==> src/rtl/bus_definitions.sv <==
// Shared bus definitions: word/depth parameters and the one-hot FIFO operation
// encoding used by bus_fifo.
package bus_definitions;

    localparam int ws         = 4;
    localparam int depth      = 8;
    localparam int as         = $clog2(depth);
    localparam int FIFO_CNT_W = as + 1;

    typedef enum logic [3:0] {
        IDLE          = 4'b0001,
        REMOVE        = 4'b0010,
        INSERT        = 4'b0100,
        INSERT_REMOVE = 4'b1000
    } fifo_fsm_states_t;

    // Bit positions of each one-hot state, for unique case decoding.
    typedef enum logic [1:0] {
        IDLE_BIT          = 2'd0,
        REMOVE_BIT        = 2'd1,
        INSERT_BIT        = 2'd2,
        INSERT_REMOVE_BIT = 2'd3
    } fifo_state_bit_t;

endpackage

==> src/rtl/bus_fifo_regfile.sv <==
// depth x ws storage for bus_fifo: one synchronous write port and one
// combinational read port; contents cleared by reset.
module bus_fifo_regfile #(
    parameter int ws    = bus_definitions::ws,
    parameter int depth = bus_definitions::depth,
    parameter int as    = $clog2(depth)
) (
    input  logic          clk,
    input  logic          rst_n,
    input  logic          we_i,
    input  logic [as-1:0] waddr_i,
    input  logic [ws-1:0] wdata_i,
    input  logic [as-1:0] raddr_i,
    output logic [ws-1:0] rdata_o
);

    logic [ws-1:0] mem_q [depth];

    // NOTE: the array is reset on purpose so the FWFT head reads 0 after reset;
    // this forces flops instead of a RAM macro, acceptable at this size.
    always_ff @(posedge clk or negedge rst_n) begin
        if (!rst_n) begin
            for (int i = 0; i < depth; i++) begin
                mem_q[i] <= '0;
            end
        end else if (we_i) begin
            mem_q[waddr_i] <= wdata_i;
        end
    end

    assign rdata_o = mem_q[raddr_i];

endmodule

==> src/rtl/bus_fifo.sv <==
// First-word-fall-through word FIFO between a producer agent and the shared bus,
// sequenced by the one-hot idle/remove/insert/insert_remove operation machine.
module bus_fifo #(
    parameter int   ws    = bus_definitions::ws,
    parameter int   depth = bus_definitions::depth,
    localparam int  as    = $clog2(depth)
) (
    input  logic          clk,
    input  logic          rst_n,
    input  logic          push,
    input  logic [ws-1:0] D_in,
    input  logic          pop,
    output logic [ws-1:0] D_out,
    output logic          pndng,
    output logic          full,
    output logic [as:0]   count,
    output logic [3:0]    state,
    output logic          overflow,
    output logic          underflow
);

    import bus_definitions::fifo_fsm_states_t;
    import bus_definitions::IDLE;
    import bus_definitions::REMOVE;
    import bus_definitions::INSERT;
    import bus_definitions::INSERT_REMOVE;
    import bus_definitions::IDLE_BIT;
    import bus_definitions::REMOVE_BIT;
    import bus_definitions::INSERT_BIT;
    import bus_definitions::INSERT_REMOVE_BIT;

    localparam int            CNT_W   = as + 1;
    localparam logic [as-1:0] PTR_ONE = 1;
    localparam logic [as:0]   CNT_ONE = 1;

    logic [as-1:0]    wr_ptr_q, rd_ptr_q;
    logic [as:0]      count_q;
    fifo_fsm_states_t state_q, op_d;
    logic             overflow_q, underflow_q;
    logic             push_ok, pop_ok;

    // Flags come from the registered count only, so they never glitch.
    assign full  = (count_q == CNT_W'(depth));
    assign pndng = (count_q != '0);

    // A pop frees the slot a simultaneous push takes, so push is legal when full.
    assign pop_ok  = pop & pndng;
    assign push_ok = push & (~full | pop_ok);

    // NOTE: every always_comb output gets a default first so no latch is inferred.
    always_comb begin
        op_d = IDLE;
        case ({push_ok, pop_ok})
            2'b01:   op_d = REMOVE;
            2'b10:   op_d = INSERT;
            2'b11:   op_d = INSERT_REMOVE;
            default: op_d = IDLE;
        endcase
    end

    // NOTE: all state below uses non-blocking assignments so every register
    // samples pre-edge values regardless of statement order.
    always_ff @(posedge clk or negedge rst_n) begin
        if (!rst_n) begin
            wr_ptr_q    <= '0;
            rd_ptr_q    <= '0;
            count_q     <= '0;
            state_q     <= IDLE;
            overflow_q  <= 1'b0;
            underflow_q <= 1'b0;
        end else begin
            state_q <= op_d;
            unique case (1'b1)
                op_d[IDLE_BIT]: begin
                end
                op_d[REMOVE_BIT]: begin
                    rd_ptr_q <= rd_ptr_q + PTR_ONE;
                    count_q  <= count_q - CNT_ONE;
                end
                op_d[INSERT_BIT]: begin
                    wr_ptr_q <= wr_ptr_q + PTR_ONE;
                    count_q  <= count_q + CNT_ONE;
                end
                op_d[INSERT_REMOVE_BIT]: begin
                    wr_ptr_q <= wr_ptr_q + PTR_ONE;
                    rd_ptr_q <= rd_ptr_q + PTR_ONE;
                end
                default: begin
                end
            endcase
            if (push && !push_ok) begin
                overflow_q <= 1'b1;
            end
            if (pop && !pndng) begin
                underflow_q <= 1'b1;
            end
        end
    end

    bus_fifo_regfile #(
        .ws    (ws),
        .depth (depth),
        .as    (as)
    ) u_regfile (
        .clk     (clk),
        .rst_n   (rst_n),
        .we_i    (push_ok),
        .waddr_i (wr_ptr_q),
        .wdata_i (D_in),
        .raddr_i (rd_ptr_q),
        .rdata_o (D_out)
    );

    assign count     = count_q;
    assign state     = state_q;
    assign overflow  = overflow_q;
    assign underflow = underflow_q;

endmodule

==> config.mk <==
export PLATFORM = sky130hd
export DESIGN_NAME = bus_fifo
export DESIGN_NICKNAME = d
export VERILOG_FILES = /design/src/rtl/bus_definitions.sv /design/src/rtl/bus_fifo_regfile.sv /design/src/rtl/bus_fifo.sv
export SDC_FILE = /design/constraint.sdc
export NUM_CORES = 1
export LEC_CHECK = 0
export ABC_AREA = 1
export CELL_PAD_IN_SITES_DETAIL_PLACEMENT = 1
export CELL_PAD_IN_SITES_GLOBAL_PLACEMENT = 1
export CORE_MARGIN = 5
export CORE_UTILIZATION = 50
export CTS_BUF_LIST = sky130_fd_sc_hd__clkbuf_8
export DETAILED_ROUTE_END_ITERATION = 8
export DONT_BUFFER_PORTS = 1
export PLACE_DENSITY_LB_ADDON = 0.3
export SKIP_CTS_REPAIR_TIMING = 1
export SYNTH_ARGS = -nofsm -noshare
export SYNTH_HDL_FRONTEND = slang
export SYNTH_SLANG_ARGS = --single-unit
==> constraint.sdc <==
create_clock -name clk -period 5.9 [get_ports clk]
set_input_delay 1.18 -clock clk [delete_from_list [all_inputs] [get_ports clk]]
set_output_delay 1.18 -clock clk [all_outputs]
set_load 0.01 [all_outputs]
# After elaboration in Yosys (flattened, before gate mapping)
# Cells that the tools add are included.
# op_classes
n_addsub	4
magnitude_cmp	3
eq_ne	4
n_mux	8
bitwise_logic	6
reduce_logical	9
# ops
op	n
bitwise mux 32 bit	1
binary-select mux 4 bit (select 3 bit)	1
demux 4 bit (select 3 bit)	1
2-to-1 mux 4 bit	3
one-hot mux 4 bit (3 select lines)	1
>= comparator 4 bit (second input constant)	2
inverter 3 -> 4 bit	2
one-hot mux 4 bit (2 select lines)	1
adder 3 x 1 -> 3 bit (second input constant)	2
adder 4 x 1 -> 4 bit (second input constant)	1
== test 2 bit (second input constant)	2
== test 4 bit (second input constant)	1
< comparator 4 x 1 -> 1 bit (second input constant)	1
nonzero test 4 bit	1
OR reduction 2 bit	2
subtractor 4 x 1 -> 4 bit (second input constant)	1
logical AND 1 bit	3
AND 1 bit	2
== test 2 x 1 -> 1 bit (second input constant)	1
logical NOT 1 bit	2
nonzero test 2 bit	1
inverter 1 bit	1
OR 1 bit	1
# totals
register_bits	48
input_bits	8
out_inout_bits	16

# Depth between registers and ports, before layout
# Gate-level depths: netlist of run 1.
# logic_depth
ltp_word	7
ltp_mapped	16
depth_no_buf	15

# By module
# From an unflattened synthesis of run 1, not the netlist that was laid out.
# hier_totals
cells_unflattened	302
area_unflattened_um2	2439.8
# modules_own_cells
mod	instances	cells_each	area_per_inst_um2
bus_fifo_regfile	1	224	1616.6
bus_fifo	1	78	823.3

# Worst setup path after synthesis of run 1
# Ideal clock, no wire load.
# synth_timing
kind	input to register
from	input port push
to	register count_q[3], in the netlist count[3]
t_arrival_ns	2.863
t_required_ns	5.783
slack_ns	2.921
cell_stages	12
cell_sequence	buf_2 clkbuf_1 nand2_1 inv_1 ha_1 inv_1 ha_1 or2_2 nand3_1 nand2_1 nand2_1 nand2_1
# synth_between
elab_chain_cells	4
# synth_rtl
item	line	rtl
start: declaration	bus_fifo.sv:10	input logic push,
AND 1 bit (*)	bus_fifo.sv:48	assign push_ok = push & (~full | pop_ok);
== test 2 bit or == test 2 x 1 -> 1 bit (tied branches)	bus_fifo.sv:53	case ({push_ok, pop_ok})
one-hot mux 4 bit (3 select lines) (*)	bus_fifo.sv:53	
named net op_d[2]	bus_fifo.sv:38	fifo_fsm_states_t state_q, op_d;
one-hot mux 4 bit (2 select lines) or nonzero test 2 bit (tied branches)	-	
end signal: assignment	bus_fifo.sv:78	count_q <= count_q - CNT_ONE;
end signal: assignment	bus_fifo.sv:82	count_q <= count_q + CNT_ONE;
end: declaration	bus_fifo.sv:37	logic [as:0] count_q;
# The timed path passes the listed nets; every way through them passes the cells marked *.
# A chain may end at the register's enable or synchronous reset.

# Final worst setup path of run 1
# layout_timing
from	input port pop
to	register count_q[3], in the netlist count[3]
# layout_between
elab_chain_cells	6
# layout_rtl
item	line	rtl
start: declaration	bus_fifo.sv:12	input logic pop,
AND 1 bit (*)	bus_fifo.sv:47	assign pop_ok = pop & pndng;
OR 1 bit	bus_fifo.sv:48	
AND 1 bit	bus_fifo.sv:48	
== test 2 bit or == test 2 x 1 -> 1 bit (tied branches)	bus_fifo.sv:53	
one-hot mux 4 bit (3 select lines) (*)	bus_fifo.sv:53	
named net op_d[2]	bus_fifo.sv:38	
one-hot mux 4 bit (2 select lines) or nonzero test 2 bit (tied branches)	-	
# Marked as above.

==> flow_summary.toml, run 1 <==
[run_status]
status = "completed"

[power_and_ir_drop]
swShare = 0.450
power_density_nw_per_um2 = 531
clockPowerShare = 0.136
p_switching_mw = 0.613
p_leak_nw = 1.33
pwr-share-seq = 0.461
combPwrFrac = 0.403
total_power_mw = 1.36
p_int_mw = 0.749
vdd_ir_drop_max_mv = 0.262

[logic_synthesis]
netlist_instances = 315
ys_ff_latch = 48
syn-num-nets = 332
yosys-top-cells-count = "118 x nand2_1, 47 x dfrtp_1, 32 x nand4_1"
synthArstFlopShare = 1.00
yosys.area.top_type = "dfrtp_1"
ys.flop_type = "dfrtp_1"
yosysUniqueCellTypes = 24
synth_edf_count = 0
synth.area.top_cells = "dfrtp_1 47%, nand2_1 18%, nand4_1 8.1%, nor2_1 4.7%, ha_1 4.0%"
synth.yosys.warnings = 0
netlist_area_sq_um = 2480
syn_area_per_cell_sq_um = 7.86
yosysSeqAreaShare = 0.485
synth_top_area_share = 0.475
synth_most_common_cell = "nand2_1"

[detailed_routing]
first_pass_iters = 4
wl_per_cell_um = 16.2
drt_iter0_drc = 88
drcViolationCount = 0
wirelength_mm = 6.02
vias = 2029
vias_per_cell = 5.45
ant_nets = 0

[clock_tree]
cts_buffers = 5
clock-sinks = 48
cts_buffer_depth = 2
clk_latency_ns = 0.30
path_clk_slew_ns = 0.08
clockRootBuffer = "clkbuf_8"
cts_tree = "done"
h-tree-depth = 2

[floorplan]
die_w_um = 80.4
start_util = 0.521
core_area_sq_um = 4750
row_count = 25
fp.dieH_um = 80.4
io_pins = 24
dieArea_sq_um = 6460

[critical_path]
start_kind = "input pin"
critPathMaxStageDelay_ns = 0.59
rr_worst_depth = 12
worstPathRequired_ns = 6.09
end_kind = "flip-flop"
timing.rr.start = "count[0]$_DFFE_PN0P_"
crit_type = "in -> reg"
crit_chain = "inv_1 > nand3_2 > nand2_1 > inv_1 > ha_1 > inv_1 > ha_1 > or2_2 > nand3_1 > nand2_1 > nand2_1 > nand2_1"
r2r-end = "count[3]$_DFFE_PN0P_"
worst-path-max-fanout = 42
crit_path_top_delay_cell = "nand3_2"
cp.arrival_ns = 3.50
ff2ff_setup_slack_ns = 2.81
crit_top_cell = "nand2_1"

[run]
max_cap_viol_count = 0

[grt]
antenna_found_initial = 0
grt_max_degree = 49
grt_pass1_wl_mm = 10.6
track_usage = 0.215
gr-total-overflow = 0
grt_pass1_vias = 2113

[timing]
hold_viol = 0
slew_headroom = 0.487
fmax_mhz = 303
rsz0062_at_grt = "no"
setup_viol = 0
maxSlewViolCount = 0
finClkSkew_ns = 0.00925
post-route-period-util = 0.560
fin_ws_ns = 2.60
tns_ns = 0
min_period_ns = 3.30
tightest_slew_ns = 0.769

[hold_path]
hold_path_end = "u_regfile.mem_q[7]$_DFFE_PN0P_"
hp-class = "reg -> reg"
hold_depth = 2
hold_start = "u_regfile.mem_q[7]$_DFFE_PN0P_"

[layout]
n_antenna_cell = 0
syn_to_final_growth_pct = 3.43
drive_gt1_frac = 0.0328
fillers = 613
nets = 321

[place]
dp_slack_ns = 2.31
hpwl_mm = 4.29
gp_congestion = 0.758
port_buffers = 0
## cells by family after synthesis
kind of cell / Yosys count / share of synthesized area
xor+xnor: 6 / 0.0212
compound gates: 23 / 0.0485
simple gates: 196 / 0.342
flops: 48 / 0.485
fa+ha+maj: 9 / 0.0485
buf+inv: 33 / 0.0545
## layer usage
layer | track usage | share of wire | up-vias
li1 | - | - | 1002
met2 | 0.351 | 0.48 | 38
met3 | 0.0404 | 0.048 | 7
met5 | 0 | 0 | -
met1 | 0.286 | 0.46 | 982
met4 | 0.0709 | 0.014 | 0
## layout make-up
| class | instances | area [sq um] | area share |
|---|---|---|---|
| tap | 67 | 83.8 | 0.0327 |
| sequential | 48 | 1200 | 0.469 |
| clock inverter | 3 | 11.3 | 0.00439 |
| clock buffer | 5 | 68.8 | 0.0269 |
| inverter | 15 | 56.3 | 0.0220 |
| multi-input combinational | 234 | 1140 | 0.445 |
## power by group through the flow
| stage | sequential [mW] | clock [mW] | combinational, mW |
|---|---|---|---|
| 6_report | 0.628 | 0.185 | 0.549 |
| 5_1_grt | 0.653 | 0.206 | 0.643 |
| 2_1_floorplan | 0.567 | 0 | 0.476 |
| 3_5_place_dp | 0.635 | 0 | 0.550 |
| 3_3_place_gp | 0.630 | 0 | 0.524 |
| 4_1_cts | 0.629 | 0.191 | 0.557 |
## flip-flops by register name, indices dropped and copies added, names as in the netlist
| signal | flops |
|---|---|
| u_regfile.mem_q | 32 |
| count | 4 |
| state | 4 |
| rd_ptr_q | 3 |
| wr_ptr_q | 3 |
| overflow | 1 |
| underflow | 1 |
## layout by cell type, fill, tap and decap left out
master,count
xor2_1,4
nand2_1,118
nor4_1,1
o21ai_0,18
nor2_1,31
inv_1,17
o21bai_1,2
dfrtp_1,47
nand3_1,10
nand3_2,1
nor3_2,1
or2_2,1
fa_1,1
ha_1,8
dfstp_2,1
a21oi_1,1
o21ai_1,2
nor3_1,1
clkbuf_8,5
nand4_1,32
inv_2,1
xnor2_1,2
## critical path: cells and delay by family
| kind | cells | cell delay (ns) |
|---|---|---|
| buf+inv | 3 | 0.32 |
| simple gates | 7 | 1.46 |
| fa+ha+maj | 2 | 0.52 |
## metrics by stage
stage	utilization	cell area (sq um)	std cells	hold WS [ns]
2_1_floorplan	-	2480	315	0.437
5_1_grt	0.539	2560	372	0.495
3_5_place_dp	0.522	2480	364	0.455
6_report	0.539	2560	372	0.477
3_3_place_gp	0.522	2480	364	0.448
4_1_cts	0.539	2560	372	0.476
## how the worst max path moves through the flow
stage | start | end | slack [ns] | cells past startpoint
after detailed placement | pop | count[3]$_DFFE_PN0P_ | 2.31 | 12
final | pop | count[3]$_DFFE_PN0P_ | 2.60 | 12
after global routing | pop | count[3]$_DFFE_PN0P_ | 2.36 | 12
after floorplan | push | count[3]$_DFFE_PN0P_ | 2.92 | 12
after global placement | pop | count[3]$_DFFE_PN0P_ | 2.44 | 12
after CTS | pop | count[3]$_DFFE_PN0P_ | 2.61 | 12
No activity file was read; power rests on OpenSTA's default activity.
==> run 2, diff against run 1 <==
- CORE_UTILIZATION: 50 -> 44
- clock period: 5.9 -> 2.8 ns (I/O delays scaled with it)
==> run 2 against run 1 <==
  * Clock skew is 0.0020 ns lower
  * Count of clock-buffer cells in the layout is 2 higher
  * Via count is 1.7% higher
  * First-iteration DRC count is 24% higher
  * Register-to-register slack worse by 2.5 ns
  * Final area is 2.7% higher
  * Combinational power is 120% higher
  * Hold slack worse by 0.38 ns
==> flow_summary.toml, run 2 (synthesis gave the netlist of run 1 again) <==
[floorplan]
row_count = 27
io_pins = 24
start_util = 0.453
fp.dieH_um = 85.0
dieArea_sq_um = 7230
die_w_um = 85.0
core_area_sq_um = 5470

[clock_tree]
clockRootBuffer = "clkbuf_8"
cts_buffers = 5
cts_buffer_depth = 2
h-tree-depth = 2
clk_latency_ns = 0.30
cts_tree = "done"
path_clk_slew_ns = 0.09
clock-sinks = 48

[timing]
hold-worst-slack_ns = 0.0944
finClkSkew_ns = 0.00727
tightest_slew_ns = 0.627
fmax_mhz = 401
maxSlewViolCount = 0
tns_ns = 0
rsz0062_at_grt = "no"
setup_viol = 0
min_period_ns = 2.49
slew_headroom = 0.579
hold_viol = 0
post-route-period-util = 0.891

[layout]
syn_to_final_growth_pct = 6.21
n_antenna_cell = 0
final_cells = 380
drive_gt1_frac = 0.0487
final_cell_mix = "118 x nand2_1, 47 x dfrtp_1, 32 x nand4_1"
largest_reg_flops = 32
nets = 324
layout_commonest_cell = "nand2_1"
largest_register = "u_regfile.mem_q"
fillers = 705
fin_util = 0.481

[grt]
grt_pass1_wl_mm = 10.8
track_usage = 0.184
grt_pass1_vias = 2126
antenna_found_initial = 0
grt_max_degree = 49
gr-total-overflow = 0

[place]
dpl.cell_count = 371
gp_congestion = 0.739
port_buffers = 0
hpwl_mm = 4.33

[detailed_routing]
vias = 2064
ant_nets = 0
wirelength_mm = 6.30
wl_per_cell_um = 16.6
drt_iter0_drc = 109
drcViolationCount = 0
first_pass_iters = 4
vias_per_cell = 5.43

[power_and_ir_drop]
p_leak_nw = 1.35
vdd_ir_drop_max_mv = 0.582
power_density_nw_per_um2 = 1130

[run_status]
status = "completed"

[critical_path]
end_kind = "flip-flop"
crit_chain = "nor2_1 > nand3_1 > nand2_1 > ha_1 > inv_1 > ha_1 > or2_2 > nand3_1 > nand2_1 > nand2_1 > nand2_1"
crit_top_cell = "nand2_1"
cpLargestDelayFamily = "simple AND/OR/NAND/NOR gates"
crit_type = "reg -> reg"
cp_num_buf_inv = 1
cp.arrival_ns = 2.69
critPathMaxStageDelay_ns = 0.49
crit_path_top_delay_cell = "dfrtp_1"
worst-path-max-fanout = 6
worstPathRequired_ns = 3.00
start_kind = "flip-flop"

[run]
max_cap_viol_count = 0

[hold_path]
hp-class = "in -> async"
-- run 2: path summary, 6_finish.rpt --
| check | startpoint | endpoint | slack (ns) | cells past startpoint |
|---|---|---|---|---|
| max | count[0]$_DFFE_PN0P_ | count[3]$_DFFE_PN0P_ | 0.31 | 11 |
| min | rst_n | state[0]$_DFF_PN1_ | 0.09 | 0 |
| max reg2reg | count[0]$_DFFE_PN0P_ | count[3]$_DFFE_PN0P_ | 0.31 | 11 |
| min reg2reg | u_regfile.mem_q[25]$_DFFE_PN0P_ | u_regfile.mem_q[25]$_DFFE_PN0P_ | 0.47 | 2 |
| max in group asynchronous | rst_n | u_regfile.mem_q[6]$_DFFE_PN0P_ | 2.49 | 1 |
| min in group clk | push | overflow$_DFFE_PN0P_ | 0.40 | 2 |
-- run 2: layer usage --
metal | global-route usage | routed length (um) | up-vias
li1 | - | - | 1010
met1 | 0.250 | 2970 | 1023
met2 | 0.300 | 3030 | 26
met3 | 0.0388 | 222 | 5
met4 | 0.0475 | 68 | 0
met5 | 0 | 0 | -
-- run 2: layout make-up --
class                      instances  area [sq um]  area share
clock buffer                       7          96.3      0.0366
timing repair buffer               3          42.5      0.0162
multi-input combinational        234          1140       0.433
sequential                        48          1200       0.457
clock inverter                     1          3.75     0.00143
inverter                          15          56.3      0.0214
tap                               72          90.1      0.0342
-- run 2: power by group --
group / total [mW] / switching, mW / internal, mW
Combinational: 1.21 / 0.780 / 0.428
Sequential: 1.30 / 0.302 / 0.998
Clock: 0.457 / 0.235 / 0.222
Total: 2.97 / 1.32 / 1.65
-- run 2: metrics by stage --
step                      power, mW  setup slack, ns  instance area, sq um
final                          2.97            0.305                  2630
after detailed placement       2.52            0.292                  2500
after global routing           3.26           0.0376                  2630
after floorplan                2.20            0.441                  2480
after global placement         2.46            0.364                  2500
after CTS                      2.98            0.274                  2600
